--- config.mk ---
export PLATFORM = sky130hd
export DESIGN_NAME = uart_sim_rx
export DESIGN_NICKNAME = d
export VERILOG_FILES = /design/src/rtl/uart_sim_rx.sv
export SDC_FILE = /design/constraint.sdc
export NUM_CORES = 1
export LEC_CHECK = 0
export CAP_MARGIN = 0
export CORE_MARGIN = 2
export CORE_UTILIZATION = 40
export DETAILED_ROUTE_END_ITERATION = 8
export PLACE_DENSITY = 0.61
export SETUP_SLACK_MARGIN = 0.1
export SYNTH_ARGS = -nofsm -noshare
export SYNTH_HDL_FRONTEND = slang
export SYNTH_SLANG_ARGS = --single-unit
--- constraint.sdc ---
create_clock -name clk_i -period 9.04 [get_ports clk_i]
set_clock_uncertainty 0.2 [all_clocks]
set_input_delay 1.808 -clock clk_i [delete_from_list [all_inputs] [get_ports clk_i]]
set_output_delay 1.808 -clock clk_i [all_outputs]
set_load 0.005 [all_outputs]
--- src/rtl/uart_sim_rx.sv ---
// 8N1 UART receiver for simulation benches: decodes a TX line into bytes
// with a one-cycle valid strobe, optionally echoing characters to the console.
module uart_sim_rx #(
   parameter int unsigned CLOCK_FREQ = 100000000,
   parameter int unsigned BAUD_RATE  = 19200
) (
   input  logic       clk_i,
   input  logic       rst_i,
   input  logic       txd_i,
   output logic [7:0] data_o,
   output logic       valid_o
);

   localparam int unsigned BAUD = CLOCK_FREQ / BAUD_RATE;
   localparam logic [31:0] C_BAUD = 32'(BAUD);
   localparam logic [31:0] C_HALF = 32'(BAUD / 2);

   if (BAUD < 4) begin : g_baud_check
      $fatal(1, "uart_sim_rx: CLOCK_FREQ/BAUD_RATE must be at least 4");
   end

   typedef enum logic [2:0] {
      S_IDLE,
      S_START,
      S_DATA,
      S_STOP,
      S_BRK
   } state_t;

   state_t      r_state;
   logic [1:0]  r_sync;
   logic [31:0] r_cnt;
   logic [2:0]  r_bit;
   logic [7:0]  r_shift;
   logic [7:0]  r_data;
   logic        r_valid;

   logic        w_rxs;
   logic [31:0] w_cnt_dec;
   logic        w_tick;

   assign w_rxs     = r_sync[1];
   assign w_cnt_dec = r_cnt - 32'd1;
   // Acting on the 1->0 step gives a sample period of exactly BAUD cycles.
   assign w_tick    = (w_cnt_dec == 32'd0);

   always_ff @(posedge clk_i or posedge rst_i) begin
      if (rst_i) begin
         r_sync <= 2'b11;
      end else begin
         r_sync <= {r_sync[0], txd_i};
      end
   end

   always_ff @(posedge clk_i or posedge rst_i) begin
      if (rst_i) begin
         r_state <= S_IDLE;
         r_cnt   <= 32'd0;
         r_bit   <= 3'd0;
         r_shift <= 8'h00;
         r_data  <= 8'h00;
         r_valid <= 1'b0;
      end else begin
         r_valid <= 1'b0;
         case (r_state)
            S_IDLE: begin
               if (!w_rxs) begin
                  r_cnt   <= C_HALF;
                  r_state <= S_START;
               end
            end
            S_START: begin
               r_cnt <= w_cnt_dec;
               if (w_tick) begin
                  if (!w_rxs) begin
                     r_cnt   <= C_BAUD;
                     r_bit   <= 3'd0;
                     r_state <= S_DATA;
                  end else begin
                     r_state <= S_IDLE;
                  end
               end
            end
            S_DATA: begin
               r_cnt <= w_cnt_dec;
               if (w_tick) begin
                  r_shift <= {w_rxs, r_shift[7:1]};
                  r_cnt   <= C_BAUD;
                  r_bit   <= r_bit + 3'd1;
                  if (r_bit == 3'd7) begin
                     r_state <= S_STOP;
                  end
               end
            end
            S_STOP: begin
               r_cnt <= w_cnt_dec;
               if (w_tick) begin
                  if (w_rxs) begin
                     r_data  <= r_shift;
                     r_valid <= 1'b1;
                     r_state <= S_IDLE;
                  end else begin
                     r_state <= S_BRK;
                  end
               end
            end
            S_BRK: begin
               if (w_rxs) begin
                  r_state <= S_IDLE;
               end
            end
            default: begin
               r_state <= S_IDLE;
            end
         endcase
      end
   end

   assign data_o  = r_data;
   assign valid_o = r_valid;

`ifdef SIMULATION
   always @(posedge clk_i) begin
      if (r_valid) begin
         $write("%c", r_data);
      end
   end
`endif

endmodule

## Word-level counts from Yosys, hierarchy flattened

Index checks and enable logic that the tools add are counted.

- Output and inout port bits: 9
- Register bits: 57
- Input bits: 3
- Word-level logic and storage cells: 51

- $add $sub $neg: 2
- Reductions and logical operators: 9
- Muxes and demuxes: 21
- Equal/unequal tests: 12

Operators by type and width:

| operator | number |
|---|---|
| $mux W32 | 4 |
| $pmux W32 S4 | 1 |
| $logic_not A32 Y1 | 1 |
| $sub A32 B1 Y32 const B | 1 |
| $mux W3 | 10 |
| $pmux W3 S5 | 1 |
| $ne A2 B2 Y1 const B | 7 |
| $eq A3 B2 Y1 const B | 2 |
| $eq A3 B3 Y1 const B | 2 |
| $pmux W3 S2 | 1 |
| $reduce_and A6 Y1 | 1 |
| $reduce_and A2 Y1 | 2 |
| $reduce_and A4 Y1 | 1 |
| $reduce_bool A4 Y1 | 1 |
| $add A3 B1 Y3 const B | 1 |
| $eq A3 B1 Y1 const B | 1 |
| $logic_not A3 Y1 | 1 |
| $mux W1 | 3 |
| $reduce_and A3 Y1 | 1 |
| $mux W2 | 1 |
| $reduce_bool A2 Y1 | 1 |

## Depth between registers and ports, before layout

- Depth after elaboration: 4
- Depth in mapped cells: 14
- Gate-level depth less buffers: 10

## Worst setup path before layout

Ideal clock, no wire load.

- Path type: flip-flop to flip-flop
- Start point: register r_cnt[0]
- End point: register r_cnt[20]
- Cell stages (with the launch flop): 14
- Required time: 8.691 ns
- Library setup time: 0.149 ns
- Data arrival time: 3.266 ns
- Buffers on the path: 3
- Setup slack: 5.424 ns
- Clock period less this slack: 3.616 ns
- Cell sequence: dfrtp_1 inv_1 ha_1 nor3b_4 nand2_1 a2111oi_2 o211ai_1 or4_1 buf_4 nor4_4 or3_1 buf_4 buf_6 o22ai_1

- Word-level cells in the longest chain between the ends: 4
- Elaborated cells between the ends (all ways): 6
- Classes of those cells: add/sub: 1; mux: 4; reduce/logical: 1

Ends and longest elaborated chain:

| element | RTL line | RTL |
|---|---|---|
| from (decl) | 32 | `logic [31:0] r_cnt;` |
| from (signal assigned) | 73 | `r_cnt <= w_cnt_dec;` |
| from (signal assigned) | 85 | `r_cnt <= w_cnt_dec;` |
| from (signal assigned) | 96 | `r_cnt <= w_cnt_dec;` |
| $sub A32 B1 Y32 * | 43 | `assign w_cnt_dec = r_cnt - 32'd1;` |
| $logic_not A32 Y1 / $mux W32 (equally long branches) | 45, 75 |  |
| $mux W32 (on tied branches) | 86, 74 |  |
| $pmux W32 S4 * | 65 | `case (r_state)` |

Mark *: on every way between the ends. The rest lies on a longest branch, timed or not.
A chain may end at the register's enable or synchronous reset.

## Worst setup path in the final report

- Start point: register r_cnt[1]
- End point: register r_cnt[1]

Same word-level chain as after synthesis.

==> results.md <==
- The run finished with clean final reports.
- The max-capacitance violation count is 0.
- Summed over all cells, the static leakage comes to 1.56 nW.
- The worst path uses 50.3% of the clock period.
- For this configuration, the core starts out at a cell density of 40.8%.
- The internal cell power is 0.412 mW.
- The area growth from synthesis to layout is 9.78%.
- Global routing finished with a remaining overflow of 0.
- The number of nets produced by synthesis is 368.
- OpenSTA, run right after detailed placement, puts the worst setup slack at 4.55 ns.
- After synthesis, flip-flops and latches occupy 40.8% of the total area.
- The power density over the cells is 138 nW/um^2.
- The routed layout has 2995 vias.
- The number of setup buffers added after CTS is 0.
- The average detailed-routed wire length per instance is 19.1 microns.
- The share of flip-flops with an asynchronous set or reset after synthesis is 100%.
- The number of placed I/O pins is 12.
- The mean number of vias per cell is 6.36.
- The share of cell area taken by muxes after synthesis is 5.75%.
- STA classifies the critical path startpoint as a flip-flop.
- The clock-pin slew on the worst setup and hold paths is 0.07 ns.
- The clock tree from TritonCTS is done.
- The combinational family with the most area after synthesis is simple AND/OR/NAND/NOR gates.
- The kind of capture point of the worst setup path is a flip-flop.
- At the pin with the least slew margin, the transition time is 1.07 ns.
- The kind of critical path is flip-flop to flip-flop.
- The total number of clock tree sinks is 57.
- The source-to-sink clock delay at the later pin of the worst-skew pair is 0.35 ns.
- For this run, design rule violations remaining after detail routing come to 0.
- The count of unique library cells instantiated by Yosys is 68.
- Final hold analysis gives a worst-case slack of 0.157 ns.
- The final net count is 365.
- The path class of the lowest-slack min-delay path is flip-flop to flip-flop.
- Based on the critical path, the design can be clocked at up to 220 MHz.
- In this run the vertical extent of the chip is 97.6 microns.
- The count of TritonRoute iterations in the first routing pass is 5.
- Counting instances in the post-synthesis netlist gives the leading cell types as 55 x sky130_fd_sc_hd__dfrtp_1, 24 x sky130_fd_sc_hd__nor2_1, 22 x sky130_fd_sc_hd__nand2_1.
- The largest buffer count on any clock path is 2.
- The post-layout worst setup margin is 4.49 ns.
- The library cell with the highest instance count after synthesis is sky130_fd_sc_hd__dfrtp_1.
- The number of endpoints with negative hold slack in the final report came to 0.
- The commonest register cell after synthesis is sky130_fd_sc_hd__dfrtp_1.
- Data on the critical path arrives at its endpoint at 4.53 ns.
- The total CTS buffers is 9.
- The total negative slack for setup checks is 0 ns.
- The worst IR drop on VDD is 0.104 mV.
- Summing the areas of all xor and xnor instances in the mapped netlist gives 2.00% of the synthesized area.
- In this run, post-CTS repair resized a total of 0 instances.
- For this run, the number of Yosys warnings is 0.
- In this run the clock root is driven by a sky130_fd_sc_hd__clkbuf_8.
- Of the total power, the clock network draws 50.4%.
- Registers are responsible for 48.3% of the overall power.
- After synthesis, the largest area contributor takes up 39.3% of total cell area.
- Setup slack on the worst reg-to-reg path comes out at 4.49 ns.
- The number of antenna violations at the first check in global routing is 0.
- Of all cell types, the one taking the most synthesized area is sky130_fd_sc_hd__dfrtp_1.
- In the final layout, the share of cells above drive strength 1 is 17.1%.
- The final-report max-slew violation count is 0.
- The detail route stage leaves a number of antenna-violating nets equal to 0.
- The synthesis-stage register bit count is 57.
- Combinational cells account for 1.3% of the total power.
- The worst slew margin relative to its limit is 28.8%.
- After Yosys synthesis, and, or, nand and nor cells account for 24.2% of the synthesized area.
- The core region area is 8590 sq um.
- The detailed router's first-iteration violation count is 327.
- The switching share of power is 22.4%.
- The time the final worst path needs with I/O delays and setup is 4.55 ns.
- Setup violations remaining at the end of the flow were counted as 0.
- The synthesized design contains 0 enable-type register cells.
- At the worst endpoint, the required time is 9.02 ns.
- Hold repair after CTS inserted 0 buffers.
- The synthesized netlist devotes 20.5% of its cell area to compound gates.
- Setup repair after global routing left no endpoint under its margin.
- Once detailed placement completed, the half-perimeter wirelength came to 6150 microns.
- For this block, the routed nets add up to 8990 microns of wire.
- A synthesized cell averages 9.71 sq um.
- The antenna diode count is 0.
- After synthesis, the cell types taking the most area are sky130_fd_sc_hd__dfrtp_1 39%, sky130_fd_sc_hd__mux2_2 5.5%, sky130_fd_sc_hd__nor4_1 2.7%.
- The number of H-tree levels is 3.
- The floorplan step defined a die boundary enclosing 9530 sq um.
- The first global-routing pass estimated 15100 microns of wire.
- The number of global-route vias before repair is 2813.
- Of the total synthesized cell area, the portion taken by full adders, half adders and majority gates is 1.43%.
- The synthesized netlist occupies a cell area of 3500 sq um.
- The overall track demand over capacity in global routing is 20.0%.
- Synthesis produced a netlist whose cell count is 361.
- The total of buffers placed on input and output ports is 11.
- The width of the chip is 97.6 microns.
- Row generation in the floorplan step produced 34 rows.
- Entering global routing, the biggest net connects 58 pins.
- Routability-driven placement finished with a final weighted congestion of 0.930.
- Along the worst path, the maximum fanout reaches 14.
- The net load switching power is 0.119 mW.
==> sequential cells by signal, indices dropped and copies added (netlist names) <==
signal	flops
r_state	3
valid_o	1
data_o	8
r_shift	8
r_cnt	32
r_sync	2
r_bit	3
==> final timing paths <==
check / cells after the start / end / start
max: 10 / r_cnt[1]$_DFFE_PP0P_ / r_cnt[1]$_DFFE_PP0P_
min: 0 / r_sync[1]$_DFF_PP1_ / r_sync[0]$_DFF_PP1_
max reg2reg: 10 / r_cnt[1]$_DFFE_PP0P_ / r_cnt[1]$_DFFE_PP0P_
min reg2reg: 0 / r_sync[1]$_DFF_PP1_ / r_sync[0]$_DFF_PP1_
max in group asynchronous: 3 / r_cnt[14]$_DFFE_PP0P_ / rst_i
min in group asynchronous: 3 / r_cnt[26]$_DFFE_PP0P_ / rst_i
==> cells by family (layout without fill, tap and decap cells) <==
| family | Yosys count | after routing |
|---|---|---|
| simple gates | 138 | 138 |
| compound gates | 97 | 97 |
| flops | 57 | 57 |
| buf+inv | 39 | 41 |
| mux | 18 | 18 |
| xor+xnor | 8 | 8 |
| fa+ha+maj | 4 | 4 |
==> critical path: stages (launching register included) <==
cell and delay [ns]:
sky130_fd_sc_hd__dfrtp_1 0.43, sky130_fd_sc_hd__inv_1 0.12, sky130_fd_sc_hd__ha_1 0.25, sky130_fd_sc_hd__nor3b_4 0.43, sky130_fd_sc_hd__nand2_1 0.30, sky130_fd_sc_hd__a2111oi_2 0.43
sky130_fd_sc_hd__o211ai_1 0.13, sky130_fd_sc_hd__or4_1 0.71, sky130_fd_sc_hd__nor4_4 0.64, sky130_fd_sc_hd__or3_1 0.57, sky130_fd_sc_hd__o32ai_1 0.16
==> area by class of cell <==
type | count | area [sq um]
Fill cell | 823 | 4750
Multi-Input combinational cell | 265 | 1890
Sequential cell | 57 | 1430
Timing Repair Buffer | 15 | 140
Tap cell | 108 | 135
Clock buffer | 9 | 124
Clock inverter | 7 | 95.1
Inverter | 10 | 37.5
==> cell usage in the layout (no fill, tap or decap), types with 6 or more instances in the layout <==
cell and count:
sky130_fd_sc_hd__dfrtp_1 55, sky130_fd_sc_hd__nor2_1 24, sky130_fd_sc_hd__nand2_1 22, sky130_fd_sc_hd__o21ai_0 18, sky130_fd_sc_hd__mux2_2 17, sky130_fd_sc_hd__nor4_1 15
sky130_fd_sc_hd__a21oi_1 14, sky130_fd_sc_hd__nor3_1 13, sky130_fd_sc_hd__or3_1 12, sky130_fd_sc_hd__clkdlybuf4s50_1 11, sky130_fd_sc_hd__inv_1 9, sky130_fd_sc_hd__o31ai_1 9
sky130_fd_sc_hd__or4_1 9, sky130_fd_sc_hd__clkbuf_8 9, sky130_fd_sc_hd__nand4_1 6, sky130_fd_sc_hd__xnor2_1 6, sky130_fd_sc_hd__a2bb2oi_1 6
==> per-stage QoR <==
stage / area [sq um] / cells / power, mW / utilization, %
2_1_floorplan: 3500 / 361 / 0.266 / -
3_3_place_gp: 3630 / 455 / 0.269 / 42.2
3_5_place_dp: 3630 / 455 / 0.269 / 42.2
4_1_cts: 3850 / 471 / 0.537 / 44.8
5_1_grt: 3850 / 471 / 0.554 / 44.8
6_report: 3850 / 471 / 0.531 / 44.8
==> metal layers <==
metal	global-route usage (%)	wire length, microns	share of wire (%)	up-vias
li1	-	-	-	1385
met1	28.4	4130	46	1461
met2	29.8	4120	46	128
met3	3.60	549	6.1	21
met4	8.65	196	2.2	0
met5	0	0	0	-
==> power by group through the flow <==
stage | Clock [mW] | Combinational, mW | Sequential, mW
CTS | 0.273 | 0.00745 | 0.257
global placement | 0 | 0.00736 | 0.262
detailed placement | 0 | 0.00745 | 0.262
floorplan | 0 | 0.00497 | 0.261
global route | 0.289 | 0.00840 | 0.257
finish | 0.268 | 0.00692 | 0.257
(Power assumes the default switching activity.)
==> patch, RTL diff (config.mk and constraints unchanged) <==
The parameter `CLOCK_FREQ` goes from 100000000 to 50000000.
--- a/src/rtl/uart_sim_rx.sv
+++ b/src/rtl/uart_sim_rx.sv
@@ -2,5 +2,5 @@
 // with a one-cycle valid strobe, optionally echoing characters to the console.
 module uart_sim_rx #(
-   parameter int unsigned CLOCK_FREQ = 100000000,
+   parameter int unsigned CLOCK_FREQ = 50000000,
    parameter int unsigned BAUD_RATE  = 19200
 ) (
Function: same outputs for any inputs over 10 cycles, from zero or initial values and one cycle with rst_i high; that may be too few to reach the edited logic, so the function may still have changed.
==> patch against the unedited design <==
Non-clock buffer count fell by 1. Area after synthesis shrank 8.4%. Power grew 1.6%. Final cell count is 4.7% lower. Routed wire length is 16% lower. Largest cell class unchanged. Utilization increased by 1.7 points. Sequential share of layout area increased by 2.4 points. Final area fell by 6.2%. Setup slack got worse by 270 ps. Sequential cell count unchanged.
==> patch: results <==
metrics = {
    "setup_path": {
        "crit_slowest_cell": "nor4b_2",
        "rr_startpoint": "r_cnt[1]$_DFFE_PP0P_",
        "critPathMaxStageDelay_ps": 970,
        "arrival_ps": 4860,
        "r2r-end": "r_shift[5]$_DFFE_PP0P_",
        "worst_r2r_path_depth": 10,
        "worst-path-max-fanout": 11,
        "timing.critical_path.max_delay_family": "simple AND/OR/NAND/NOR gates",
    },
    "timing": {
        "tightest_slew_ps": 1129,
        "fin_worst_hold_slack_ps": 156.6,
    },
    "finish": {
        "fill_cells": 754,
        "nets": 349,
        "drive_above_1_share_pct": 15.85,
        "largest_register_ffs": 32,
    },
    "drt": {
        "route.detailed.vias_per_inst": 5.702,
        "drt_iter0_markers": 192,
        "drt_pass1_iterations": 4,
        "detail_route.wirelength_mm": 7.539,
    },
    "synthesis": {
        "yosysSeqAreaShare_pct": 44.52,
        "synth.net_count": 342,
        "synth.top_cells.by_count": "dfrtp_1 (55), nand2_1 (32), o21ai_0 (24), nor2_1 (22), nand3_1 (19)",
        "synth.area.top_cells": "dfrtp_1 (43%), mux2_2 (5.3%), o21ai_0 (3.7%)",
        "netlist-cell-type-count": 59,
    },
    "placement": {
        "numPortBuffers": 11,
        "dp_hpwl_mm": 5.114,
        "gpl.final_weighted_congestion": 0.8408,
        "dp_worst_setup_slack_ps": 4195,
    },
    "clocking": {
        "htreeDepth": 3,
        "cts-root-buf": "clkbuf_8",
        "numCtsBuffers": 9,
        "cts.clk_slew.worst_paths_ps": 70,
        "cts_setup_buffers": 0,
        "post_cts_resize_count": 0,
        "clockBufferDepth": 2,
    },
    "min_path": {
        "min_path_cells": 0,
        "worstHoldPathType": "flop to flop",
        "worstHoldEndpoint": "r_sync[1]$_DFF_PP1_",
        "worstHoldStart": "r_sync[0]$_DFF_PP1_",
    },
    "global_route": {
        "grt_antenna_before_repair": 0,
        "grt_first_pass_wirelength_mm": 12.99,
        "grt_pass1_vias": 2591,
        "met2_usage_pct": 28.36,
        "met3_usage_pct": 4.029,
        "grtUsageMet1_pct": 26.34,
        "grt_usage_pct": 18.97,
    },
    "pwr": {
        "seqPwrFrac_pct": 47.5,
        "switching_share_pct": 23.17,
        "p_leak_nw": 1.599,
        "ir_worst_vdd_mv": 0.08348,
        "pwr-share-clk_pct": 51.3,
    },
    "status": {
        "run_status": "completed",
    },
}
[patch: cell families (layout without fill, tap and decap cells)]
| logic type | count (synthesis) | after routing | synth area share [%] |
|---|---|---|---|
| compound gates | 70 | 70 | 14.43 |
| simple gates | 150 | 150 | 27.10 |
| buf+inv | 28 | 40 | 3.860 |
| mux | 20 | 20 | 6.901 |
| xor+xnor | 6 | 6 | 1.637 |
| flops | 57 | 57 | 44.52 |
| fa+ha+maj | 4 | 4 | 1.560 |
[patch: how the worst max path moves through the flow]
stage          slack [ps]  depth (start not counted)                endpoint
6_report             4220                         10  r_shift[5]$_DFFE_PP0P_
5_1_grt              3690                         10  r_shift[5]$_DFFE_PP0P_
3_3_place_gp         4400                         10  r_shift[3]$_DFFE_PP0P_
2_1_floorplan        5130                         12  r_shift[1]$_DFFE_PP0P_
3_5_place_dp         4190                         10  r_shift[5]$_DFFE_PP0P_
4_1_cts              4160                         10  r_shift[5]$_DFFE_PP0P_
[patch: through the flow]
stage               power [mW]  instances  util [%]  cell area [sq um]
finish                  0.5399        449     46.47               3610
global placement        0.2681        433     43.56               3383
floorplan               0.2650        335         -               3209
global route            0.5543        449     46.47               3610
detailed placement      0.2682        433     43.56               3383
CTS                     0.5433        449     46.47               3610
[patch: cell type report]
class / count / area [sq um] / share of cell area, %
clock buffers: 9 / 123.9 / 3.432
clock inverters: 7 / 102.6 / 2.842
inverters: 10 / 37.54 / 1.040
multi-input cells: 250 / 1657 / 45.89
flip-flops and latches: 57 / 1429 / 39.58
well taps: 102 / 127.6 / 3.536
repair buffers: 14 / 132.6 / 3.674
[patch: metal layers]
metal  wire (um)  up-vias
met5           0        -
met4          97        0
met3         288       11
met2        3536       50
met1        3616     1243
li1            -     1256
